[src/rtl/qq_sort_queue.sv]
// qq_sort_queue: single-cycle sorted priority queue built from a shift-register
// array. slot[0] always holds the highest-priority key; inserts land at their
// sorted position and dequeues shift everything toward slot[0].
// Optional feature: define QQ_OVERFLOW_EVICT_EN to accept enqueues while full,
// evicting the lowest-priority of the DEPTH+1 candidates onto evict_data.
module qq_sort_queue #(
  parameter int DATA_W    = 32,
  parameter int DEPTH     = 16,
  parameter int MIN_FIRST = 1
) (
  input  logic                       clk,
  input  logic                       rst,
  input  logic                       enq_valid,
  input  logic [DATA_W-1:0]          enq_data,
  output logic                       enq_ready,
  input  logic                       deq_ready,
  output logic                       deq_valid,
  output logic [DATA_W-1:0]          deq_data,
  input  logic                       drain,
  output logic [$clog2(DEPTH+1)-1:0] count,
  output logic                       full,
  output logic                       empty,
  output logic                       evict_valid,
  output logic [DATA_W-1:0]          evict_data
);

  localparam int CW = $clog2(DEPTH+1);
  localparam logic [CW-1:0] DEPTH_C = CW'(DEPTH);

  typedef enum logic {RUN, DRAIN} state_t;

  state_t            state, state_n;
  logic              init_done;
  logic [DATA_W-1:0] slot   [DEPTH];
  logic [DATA_W-1:0] slot_n [DEPTH];
  logic [DATA_W-1:0] base   [DEPTH];
  logic [DATA_W-1:0] ext    [DEPTH];
  logic [CW-1:0]     cnt_b, pos, count_n;
  logic              do_enq, do_deq, evict_now;

  // True when key a must leave before key b; ties are never "before", which
  // keeps equal keys in arrival order.
  function automatic logic beats(input logic [DATA_W-1:0] a, input logic [DATA_W-1:0] b);
    return (MIN_FIRST != 0) ? (a < b) : (a > b);
  endfunction

  assign empty     = (count == '0);
  assign full      = (count == DEPTH_C);
  assign deq_valid = !empty;
  assign deq_data  = slot[0];

  // Datapath: apply the dequeue shift first, then insert into the shifted array,
  // so a combined enq+deq orders exactly like dequeue-then-enqueue.
  always_comb begin
    // NOTE: every always_comb output gets a default first so no latch is inferred.
    do_deq    = deq_valid && deq_ready;
    do_enq    = enq_valid && enq_ready;
    cnt_b     = count - {{(CW-1){1'b0}}, do_deq};
    pos       = cnt_b;
    evict_now = do_enq && (cnt_b == DEPTH_C);

    for (int j = 0; j < DEPTH - 1; j++)
      base[j] = do_deq ? slot[j+1] : slot[j];
    base[DEPTH-1] = do_deq ? '0 : slot[DEPTH-1];

    // First occupied position whose key the new key strictly beats.
    for (int j = DEPTH - 1; j >= 0; j--)
      if ((CW'(j) < cnt_b) && beats(enq_data, base[j]))
        pos = CW'(j);

    ext[0] = (pos == '0) ? enq_data : base[0];
    for (int j = 1; j < DEPTH; j++) begin
      if (CW'(j) < pos)       ext[j] = base[j];
      else if (CW'(j) == pos) ext[j] = enq_data;
      else                    ext[j] = base[j-1];
    end

    // When pos == DEPTH the incoming key falls off the end: ext equals base.
    for (int j = 0; j < DEPTH; j++)
      slot_n[j] = do_enq ? ext[j] : base[j];

    count_n = evict_now ? count : (cnt_b + {{(CW-1){1'b0}}, do_enq});
  end

  // Slot array and occupancy register.
  always_ff @(posedge clk or posedge rst) begin
    if (rst) begin
      // NOTE: the storage is reset on purpose; unused slots must read as 0 and
      // reset must discard all contents, so this array is not left as plain RAM.
      for (int j = 0; j < DEPTH; j++) slot[j] <= '0;
      count <= '0;
    end else begin
      // NOTE: sequential state uses non-blocking assignments only.
      for (int j = 0; j < DEPTH; j++) slot[j] <= slot_n[j];
      count <= count_n;
    end
  end

  // Holds enq_ready low until the first clock edge after reset release.
  always_ff @(posedge clk or posedge rst) begin
    if (rst) init_done <= 1'b0;
    else     init_done <= 1'b1;
  end

  // FSM state register.
  always_ff @(posedge clk or posedge rst) begin
    if (rst) state <= RUN;
    else     state <= state_n;
  end

  // FSM next state: leave DRAIN on the edge where occupancy becomes zero.
  always_comb begin
    state_n = state;
    case (state)
      RUN:     if (drain) state_n = DRAIN;
      DRAIN:   if (count_n == '0) state_n = RUN;
      default: state_n = RUN;
    endcase
  end

  // FSM outputs: enqueue acceptance. A drain pulse also blocks enqueue in the
  // cycle it is raised so that no key slips in behind the drain request.
  always_comb begin
`ifdef QQ_OVERFLOW_EVICT_EN
    enq_ready = init_done && (state == RUN) && !drain;
`else
    enq_ready = init_done && (state == RUN) && !drain && (!full || deq_ready);
`endif
  end

`ifdef QQ_OVERFLOW_EVICT_EN
  logic [DATA_W-1:0] evict_key;

  // Lowest-priority candidate among the DEPTH stored keys plus the new one.
  always_comb begin
    evict_key = (pos == DEPTH_C) ? enq_data : base[DEPTH-1];
  end

  // One-cycle eviction pulse, aligned with the updated slot contents.
  always_ff @(posedge clk or posedge rst) begin
    if (rst) begin
      evict_valid <= 1'b0;
      evict_data  <= '0;
    end else begin
      evict_valid <= evict_now;
      evict_data  <= evict_now ? evict_key : '0;
    end
  end
`else
  assign evict_valid = 1'b0;
  assign evict_data  = '0;
`endif

endmodule

[config.mk]
export PLATFORM = sky130hd
export DESIGN_NAME = qq_sort_queue
export DESIGN_NICKNAME = d
export VERILOG_FILES = /design/src/rtl/qq_sort_queue.sv
export SDC_FILE = /design/constraint.sdc
export NUM_CORES = 2
export LEC_CHECK = 0
export CORE_MARGIN = 1.5
export CORE_UTILIZATION = 60
export DETAILED_ROUTE_END_ITERATION = 7
export HOLD_SLACK_MARGIN = 0.1
export PLACE_DENSITY = 0.9
export SLEW_MARGIN = 20
export SYNTH_ARGS = -nofsm -noshare
export SYNTH_HDL_FRONTEND = slang
export SYNTH_SLANG_ARGS = --single-unit
export TNS_END_PERCENT = 10
[constraint.sdc]
create_clock -name clk -period 51.1 [get_ports clk]
set_clock_uncertainty 0.2 [all_clocks]
set_input_delay 12.775 -clock clk [delete_from_list [all_inputs] [get_ports clk]]
set_output_delay 12.775 -clock clk [all_outputs]
set_load 0.005 [all_outputs]
==> impl_metrics.yaml <==
global_route:
  gr-usage-all-layers: 0.382
  grt_max_degree: 161
  gr-total-overflow: 0
  grt_pass1_vias: 37500
  grt_first_pass_wirelength_um: 213000
  antenna_found_initial: 5
die:
  rows: 96
  ios: 111
  die_y_um: 268
  dieArea_um2: 71700
  start_util: 0.610
  die_w_um: 268
  core_um2: 68900
yosys:
  yosysTopAreaCell: "dfrtp_1"
  avgSynthCellArea_um2: 9.31
  ys_top_cells_by_count: "mux2i_1, nand2_1, dfrtp_1"
  synth_edf_count: 0
  yosysUniqueCellTypes: 87
  async_flop_share: 1.00
  yosys_register_bits: 519
  synth.area.top_cells: "dfrtp_1, mux2i_1, ha_1"
  netlist_instances: 4515
  synth.most_common_cell: "mux2i_1"
  syn_area_um2: 42000
  ys_seq_area_frac: 0.309
  synth_top_area_frac: 0.309
  synth_warnings: 0
  ys.flop_type: "dfrtp_1"
cts:
  clkTransAtPathRegs_ns: 0.06
  postCtsSetupBuffers: 0
  cts_tree: "yes"
  clk_latency_ns: 0.66
  numCtsBuffers: 57
  cts_root_buf: "clkbuf_16"
  post_cts_resized: 0
  clkSinkCount: 519
  clk_path_buf_depth: 3
  cts_hold_buffers: 0
  htree_levels: 2
place:
  gp_congestion: 1.04
  hpwl_um: 96500
  dp_slack_ns: 23.89
  io_buffers: 77
critical_path:
  ff2ff_path_depth: 19
  reg2reg_from: "count[2]"
  rr_endpoint: "slot[42]"
  crit_type: "in -> out"
  rrSetupSlack_ns: 40.50
  worstPathRequired_ns: 38.12
  critPathCaptureType: "output pin"
  worst-path-max-fanout: 16
  cp-start-kind: "primary input"
  worstPathArrival_ns: 14.26
  cp-startpoint: "deq_ready"
timing:
  finalSetupViolCount: 0
  tightest_slew_ns: 1.28
  final_hold_viol_count: 0
  slew_viol_final: 0
  postLayoutSetupSlackWorst_ns: 23.86
  finalCritPeriodShare: 0.533
  slew-limit-headroom: 0.135
  fin_crit_ns: 27.24
  rsz0062_at_grt: "no"
  fmax_mhz: 36.7
  final.setup.tns_ns: 0
route:
  routed_wl_um: 138000
  ant_nets: 0
  first_pass_iters: 6
  drc: 0
  vias_per_cell: 6.84
  dr.first_iter.drc_count: 4392
  via_count: 37100
  wl_per_cell_um: 25.5
pwr:
  p_leak_nw: 23.0
  powerDensity_nw_per_um2: 48.3
  peakVddDrop_mv: 0.0421
hold_path:
  holdCritPathClass: "reg -> reg"
  whs_path_depth: 1
  min_from: "state"
  hold_path_end: "state"
cells_and_area:
  drive_above_1_share: 0.0830
  area_growth_pct: 8.17
  fillers: 5166
  nNetsFinal: 4988
run:
  cap_violations: 0
status:
  status: "finished, final reports clean"
## sequential cells by signal, summed over array words and instances (netlist names)
signal,count
slot,480
deq_data,32
count,5
init_done,1
state,1
## through the flow
stage	std cells	area [um^2]	utilization	hold slack, ns	power (mW)
global route	5427	45500	0.660	0.303	2.31
global placement	5319	43400	0.629	0.261	1.63
finish	5430	45500	0.660	0.266	2.20
detailed placement	5321	43400	0.629	0.258	1.69
CTS	5425	45400	0.659	0.267	2.15
floorplan	4547	42200	-	0.231	1.37
## per-layer routing
layer	wire length, um	GRT usage	up-vias
met3	14800	0.0835	613
met4	12100	0.306	8
met2	60200	0.580	2315
met5	45	0.00135	-
met1	51300	0.470	18000
li1	-	-	16200
## area by class of cell
cell class | count | area, um^2 | area share
diodes | 3 | 7.51 | 0.000165
clock buffers | 82 | 1680 | 0.0369
clock inverters | 22 | 339 | 0.00745
inverters | 248 | 941 | 0.0207
multi-input cells | 3454 | 26800 | 0.590
flip-flops and latches | 519 | 13000 | 0.286
well taps | 931 | 1160 | 0.0256
repair buffers | 171 | 1540 | 0.0339
## critical path, cell delays in order
cell             delay, ns
clkdlybuf4s50_1       0.46
buf_4                 0.27
o311a_1               0.24
clkdlybuf4s50_1       0.51
## cells by family after synthesis
kind of cell / synth area share
buf+inv: 0.0606
xor+xnor: 0.00229
fa+ha+maj: 0.149
mux: 0.206
compound gates: 0.152
flops: 0.309
other cells: 0.000179
simple gates: 0.121
## how the worst max path moves through the flow
stage           endpoint  slack [ns]
2_1_floorplan   count[0]       23.63
3_3_place_gp   enq_ready       23.88
3_5_place_dp   enq_ready       23.89
4_1_cts        enq_ready       23.88
5_1_grt        enq_ready       23.85
6_report       enq_ready       23.86
## cells in the final DEF, fill, tap and decap left out, drive strengths merged, types with 8 or more instances in the layout
cell type,count
a31o,8
o21a,49
o211ai,22
a221oi,78
o221a,33
ha,500
buf,94
nor2b,15
o22ai,34
o31ai,8
inv,248
a22oi,8
a21boi,36
conb,34
dfrtp,519
mux2i,756
a211o,10
nand4,60
a221o,37
clkinv,13
nor4,13
and3,20
bufinv,8
mux2,99
nand2,634
a2111oi,9
and2,40
o2111ai,9
nor3,56
a21o,114
and4,22
o21ai,87
clkbuf,82
nor2,199
nand3,54
a211oi,41
clkdlybuf4s50,77
a21oi,273
## where the power goes
| group | switching [mW] | internal, mW |
|---|---|---|
| Sequential | 0.0901 | 0.541 |
| Combinational | 0.679 | 0.431 |
| Clock | 0.186 | 0.268 |
| Total | 0.956 | 1.24 |
Note: power is estimated with default switching activity, not from simulation.
